### src/rtl/palette_clut.sv
// rtl/palette_clut.sv - multi-bank runtime colour lookup table with frame-paced bank switch and global fade
module palette_clut #(
    parameter int IDX_W    = 5,
    parameter int CH_W     = 4,
    parameter int NBANK    = 2,
    parameter int NRD      = 2,
    parameter int FADE_DIV = 2
) (
    input  logic                         Clk,
    input  logic                         Reset,
    input  logic                         wr_en,
    input  logic [$clog2(NBANK)-1:0]     wr_bank,
    input  logic [IDX_W-1:0]             wr_addr,
    input  logic [3*CH_W-1:0]            wr_rgb,
    input  logic                         rd_en,
    input  logic [NRD*IDX_W-1:0]         rd_idx,
    output logic [NRD*3*CH_W-1:0]        rd_rgb,
    output logic                         rd_valid,
    input  logic                         frame_start,
    input  logic                         bank_req,
    input  logic [$clog2(NBANK)-1:0]     bank_sel,
    output logic [$clog2(NBANK)-1:0]     active_bank,
    input  logic                         fade_start,
    input  logic                         fade_dir,
    output logic                         fade_busy,
    output logic                         fade_done,
    output logic [CH_W:0]                fade_level
);

    localparam int BW    = $clog2(NBANK);
    localparam int DEPTH = 1 << IDX_W;
    localparam int AW    = $clog2(NBANK * DEPTH);
    localparam int CW    = $clog2(FADE_DIV + 1);
    localparam int RGB_W = 3 * CH_W;

    localparam logic [BW:0]     NB_LIM   = (BW + 1)'(NBANK);
    localparam logic [CH_W:0]   LVL_MAX  = {1'b1, {CH_W{1'b0}}};
    localparam logic [CH_W:0]   LVL_ZERO = '0;
    localparam logic [CW-1:0]   CNT_LAST = CW'(FADE_DIV - 1);

    typedef enum logic [1:0] {
        ST_IDLE     = 2'd0,
        ST_FADE_OUT = 2'd1,
        ST_FADE_IN  = 2'd2
    } fade_state_t;

    // Palette storage: never reset, behaves as plain RAM
    logic [RGB_W-1:0] mem [NBANK*DEPTH];

    logic [BW-1:0]    pending;
    logic             bank_ok;
    logic             wr_ok;
    logic [AW-1:0]    wr_ptr;

    logic             s1_valid;
    logic [RGB_W-1:0] s1_rgb [NRD];

    fade_state_t      state, state_next;
    logic [CW-1:0]    cnt, cnt_next;
    logic [CH_W:0]    level_next;
    logic             done_next;
    logic             at_target;
    logic             step;

    function automatic logic [AW-1:0] flat_addr(input logic [BW-1:0] bank, input logic [IDX_W-1:0] idx);
        return AW'(bank) * AW'(DEPTH) + AW'(idx);
    endfunction

    function automatic logic [CH_W-1:0] scale(input logic [CH_W-1:0] c, input logic [CH_W:0] lv);
        return CH_W'(({{(CH_W+1){1'b0}}, c} * {{CH_W{1'b0}}, lv}) >> CH_W);
    endfunction

    assign bank_ok = bank_req && ({1'b0, bank_sel} < NB_LIM);
    assign wr_ok   = wr_en && ({1'b0, wr_bank} < NB_LIM);
    assign wr_ptr  = flat_addr(wr_bank, wr_addr);

    always_ff @(posedge Clk) begin
        if (wr_ok) begin
            mem[wr_ptr] <= wr_rgb;
        end
    end

    // Requested bank waits for a frame edge; a request on that same edge takes effect at once
    always_ff @(posedge Clk) begin
        if (Reset) begin
            pending     <= '0;
            active_bank <= '0;
        end else begin
            if (frame_start) begin
                active_bank <= bank_ok ? bank_sel : pending;
                pending     <= bank_ok ? bank_sel : pending;
            end else if (bank_ok) begin
                pending <= bank_sel;
            end
        end
    end

    // Stage 1 reads the RAM before any same-edge write lands, so read-during-write sees old data
    always_ff @(posedge Clk) begin
        if (Reset) begin
            s1_valid <= 1'b0;
            for (int p = 0; p < NRD; p++) begin
                s1_rgb[p] <= '0;
            end
        end else begin
            s1_valid <= rd_en;
            if (rd_en) begin
                for (int p = 0; p < NRD; p++) begin
                    s1_rgb[p] <= mem[flat_addr(active_bank, rd_idx[p*IDX_W +: IDX_W])];
                end
            end
        end
    end

    always_ff @(posedge Clk) begin
        if (Reset) begin
            rd_valid <= 1'b0;
            rd_rgb   <= '0;
        end else begin
            rd_valid <= s1_valid;
            if (s1_valid) begin
                for (int p = 0; p < NRD; p++) begin
                    for (int ch = 0; ch < 3; ch++) begin
                        rd_rgb[p*RGB_W + ch*CH_W +: CH_W] <= scale(s1_rgb[p][ch*CH_W +: CH_W], fade_level);
                    end
                end
            end
        end
    end

    always_ff @(posedge Clk) begin
        if (Reset) begin
            state      <= ST_IDLE;
            cnt        <= '0;
            fade_level <= LVL_MAX;
            fade_done  <= 1'b0;
        end else begin
            state      <= state_next;
            cnt        <= cnt_next;
            fade_level <= level_next;
            fade_done  <= done_next;
        end
    end

    assign at_target = fade_dir ? (fade_level == LVL_MAX) : (fade_level == LVL_ZERO);
    assign step      = frame_start && (cnt == CNT_LAST);

    always_comb begin
        state_next = state;
        cnt_next   = cnt;
        level_next = fade_level;
        done_next  = 1'b0;
        case (state)
            ST_IDLE: begin
                if (fade_start) begin
                    if (at_target) begin
                        done_next = 1'b1;
                    end else begin
                        state_next = fade_dir ? ST_FADE_IN : ST_FADE_OUT;
                        cnt_next   = '0;
                    end
                end
            end
            ST_FADE_OUT: begin
                if (step) begin
                    cnt_next   = '0;
                    level_next = fade_level - 1'b1;
                    if (fade_level == LVL_ZERO + 1'b1) begin
                        state_next = ST_IDLE;
                        done_next  = 1'b1;
                    end
                end else if (frame_start) begin
                    cnt_next = cnt + 1'b1;
                end
            end
            ST_FADE_IN: begin
                if (step) begin
                    cnt_next   = '0;
                    level_next = fade_level + 1'b1;
                    if (fade_level == LVL_MAX - 1'b1) begin
                        state_next = ST_IDLE;
                        done_next  = 1'b1;
                    end
                end else if (frame_start) begin
                    cnt_next = cnt + 1'b1;
                end
            end
            default: begin
                state_next = ST_IDLE;
                cnt_next   = '0;
            end
        endcase
    end

    always_comb begin
        fade_busy = 1'b0;
        if (state != ST_IDLE) begin
            fade_busy = 1'b1;
        end
    end

endmodule

### config.mk
export PLATFORM = sky130hd
export DESIGN_NAME = palette_clut
export DESIGN_NICKNAME = d
export VERILOG_FILES = /design/src/rtl/palette_clut.sv
export SDC_FILE = /design/constraint.sdc
export NUM_CORES = 1
export LEC_CHECK = 0
export ABC_AREA = 1
export CORE_AREA = 3 3 407 450
export CTS_CLUSTER_DIAMETER = 100
export DETAILED_ROUTE_END_ITERATION = 12
export DIE_AREA = 0 0 410 453
export PLACE_DENSITY = 0.5
export SYNTH_ARGS = -nofsm -noshare
export SYNTH_HDL_FRONTEND = slang
export SYNTH_SLANG_ARGS = --single-unit
export TNS_END_PERCENT = 10
### constraint.sdc
create_clock -name Clk -period 9.64 [get_ports Clk]
set_clock_uncertainty 0.1 [all_clocks]
set_input_delay 2.892 -clock Clk [delete_from_list [all_inputs] [get_ports Clk]]
set_output_delay 2.892 -clock Clk [all_outputs]
set_load 0.1 [all_outputs]
==> flow_metrics.tcl <==
set metrics [dict create \
    max_freq_mhz 163 \
    htree_depth 3 \
    hold_end "rd_rgb[4]" \
    flow.area_growth_from_synthesis_pct 12.7 \
    fin_ws_ns 3.50 \
    cp.required_ns 9.95 \
    min_period_ns 6.14 \
    initial_utilization_pct 25.0 \
    grt_setup_unrepaired "false" \
    timing.reg2reg.setup_slack_ns 6.33 \
    cts_made_buffers 97 \
    worst-slew-pin-transition_ns 1.22 \
    dr_pass1_iterations 6 \
    critical_path_cell_sequence "buf_8, clkinv_8, buf_12, nand2_1, nand3_1, nand3_1, nand2_1, nand2_1, nand3_1, nand3_1, a21oi_1" \
    wirelength_um 165000 \
    crit_path_max_fanout 199 \
    coreArea_sq_mm 0.179 \
    slew_headroom_pct 18.8 \
    outcome "finished clean" \
    clk_path_buf_depth 3 \
    timing.hold.worst.class "flip-flop to flip-flop" \
    vias_per_cell 5.00 \
    cts_tree "done" \
    timing.rr.start "fade_level[2]" \
    drtAntennaViolNets 0 \
    grt_usage_pct 17.2 \
    worst_hold_path.num_cells 2 \
    cts.repair.resized 0 \
    start_kind "input port" \
    synth.ff_latch_count 830 \
    diode_insertion_count_for_antenna_repair 0 \
    dp_slack_ns 3.04 \
    setup-violations-final 0 \
    post_route_cells_drive_above_1_share_pct 5.84 \
    yosys_warnings 0 \
    cap_viol_max_count 0 \
    drc_errors_left 0 \
    synth_area_leaders "edfxtp_1 (53%), nand2_1 (18%), nand3_1 (15%)" \
    clkTransAtPathRegs_ns 0.06 \
    final_core_util_pct 28.1 \
    crit_share_post_route_pct 63.7 \
    netlist.area_leader.share_pct 53.3 \
    grt_busiest_layer "met2" \
    vdd_drop_max_mv 0.162 \
    timing.critical_path.buf_inv 3 \
    regToRegEndpoint "rd_rgb[14]" \
    gr-total-overflow 0 \
    synth.avg_cell_area_sq_um 8.65 \
    netlist_instances 5162 \
    final_cells 7527 \
    dr.first_iter.drc_count 3989 \
    path_class "input port to flip-flop" \
    synth.largest_area_cell "edfxtp_1" \
    routabilityCongestion 0.870 \
    first_global_vias 36400 \
    grt_start_max_net_pins 200 \
    routed_wire_length_per_instance_um 22.0 \
    placement.io_buffers 69 \
    floorplan.die_area_sq_mm 0.186 \
    core.rowCount 163 \
    synth-seq-area-share_pct 55.0 \
    static-leakage-power_uw 0.0198 \
    design.portCount 70 \
    use_met1_pct 22.1 \
    die_width_um 410 \
    grt_first_pass_wirelength_um 241000 \
    cp.arrival_ns 6.46 \
    synth.net_count 5292 \
    die-height_um 453 \
    postcts_setup_bufs 0 \
    grt.met3_usage_pct 2.44 \
    antenna_found_initial 1 \
    max_incr_delay_on_cp_ns 0.80 \
    worst-r2r-cell-count 17 \
    cts.sinks 830 \
    cp_slowest_cell "clkinv_8" \
    detailroute.via_count 37600 \
    cellPowerDensity_mw_per_mm2 179 \
    post_synth_instance_area_sq_mm 0.0446 \
    ys_types 34 \
    final_max_slew_viol_count 0 \
    layout.nets 5184 \
    cts_hold_fix_bufs 0 \
    clock_insertion_delay_worst_skew_ns 0.72 \
    dpl.cell_count 7347 \
    finalHoldViolations 0 \
    critical-path-top-cell-by-count "nand3_1" \
    root_buffer "clkbuf_16" \
    hold_start "rd_rgb[4]" \
    hpwlAfterDp_um 91800 \
    global_route.usage.met2_pct 28.4 \
    timing.critical_path.to_type "flip-flop" \
    critical_path_s_top_delay_family "buffers and inverters" \
    totalNegativeSetupSlack_ns 0 \
]
## layout by cell type (no fill, tap or decap), drive strengths merged, types with 16 or more instances in the layout
cell type,count
o21ai,27
a21oi,57
xor2,18
nand4,16
nand3,1333
clkbuf,123
nand2,2099
clkinv,41
clkdlybuf4s50,49
fa,30
dfxtp,38
ha,63
nor2,121
edfxtp,792
inv,171
buf,102
## registers in the layout (all words and copies together) (netlist names)
| register | count |
|---|---|
| s1_valid | 1 |
| state | 2 |
| active_bank | 1 |
| fade_done | 1 |
| mem | 768 |
| rd_valid | 1 |
| cnt | 2 |
| pending | 1 |
| s1_rgb | 24 |
| fade_level | 5 |
| rd_rgb | 24 |
## report_power, final
| part | switching [uW] | leakage [uW] | total [uW] | internal (uW) |
|---|---|---|---|---|
| sequential | 50.9 | 0.00749 | 4050 | 4000 |
| combinational | 849 | 0.0107 | 1130 | 278 |
| clock | 1570 | 0.00158 | 3820 | 2250 |
## tightest hold or removal path: cells and delay by family, from the launching register on
family / cells / cell delay (ns)
buffers and inverters: 1 / 0.05
flip-flops: 1 / 0.33
AO/OA/AOI/OAI: 1 / 0.08
## through the flow
stage          instance area (sq um)  hold slack (ns)  power (uW)
2_1_floorplan                  44600            0.356        4830
3_3_place_gp                   47100            0.360        5230
3_5_place_dp                   47100            0.373        5240
4_1_cts                        50300            0.387        9040
5_1_grt                        50300            0.410        9290
6_report                       50300            0.383        9000
## synth_stat cells, drive strengths merged
cell,count
clkbuf,62
nand3b,5
a21oi,57
nand2,2099
mux2i,1
edfxtp,792
xnor2,4
clkinv,1
nand4,16
nor4,9
buf,298
nor3,4
ha,63
inv,168
dfxtp,38
nand3,1333
o21ai,27
a21o,1
and3,1
fa,30
xor2,18
o211ai,7
o21a,6
nor2,121
nor3b,1
## routing by layer
| metal | vias up | part of all wire [%] | routed length [um] |
|---|---|---|---|
| met5 | - | 0.0079 | 13 |
| met4 | 2 | 4.9 | 8100 |
| met3 | 362 | 7.9 | 13000 |
| met2 | 1801 | 46 | 76800 |
| met1 | 18200 | 41 | 67400 |
| li1 | 17200 | - | - |
## worst max-delay path by stage
stage | from | to | slack (ns) | cells past startpoint
6_report | rd_idx[5] | s1_rgb[0][22] | 3.50 | 11
3_3_place_gp | rd_idx[5] | s1_rgb[0][15] | 3.02 | 11
5_1_grt | rd_idx[5] | s1_rgb[0][22] | 3.52 | 11
4_1_cts | rd_idx[5] | s1_rgb[0][22] | 3.79 | 11
3_5_place_dp | rd_idx[5] | s1_rgb[0][15] | 3.04 | 11
2_1_floorplan | wr_en | mem[48][0] | 4.49 | 3
## cells by family after synthesis
group                    share of synthesized area [%]
multiplexers                                    0.0224
AO/OA/AOI/OAI                                     1.18
adder cells (fa/ha/maj)                           3.11
XOR/XNOR                                         0.432
buffers and inverters                             6.11
AND/OR/NAND/NOR                                   34.1
flip-flops                                        55.0
## cell type report
| class | instances | area (sq um) |
|---|---|---|
| Fill cell | 18800 | 129000 |
| Sequential cell | 830 | 24500 |
| Multi-Input combinational cell | 3803 | 17500 |
| Tap cell | 2392 | 2990 |
| Clock buffer | 121 | 2580 |
| Timing Repair Buffer | 153 | 1330 |
| Inverter | 169 | 687 |
| Clock inverter | 59 | 669 |
No activity file was read; power rests on OpenSTA's default activity.
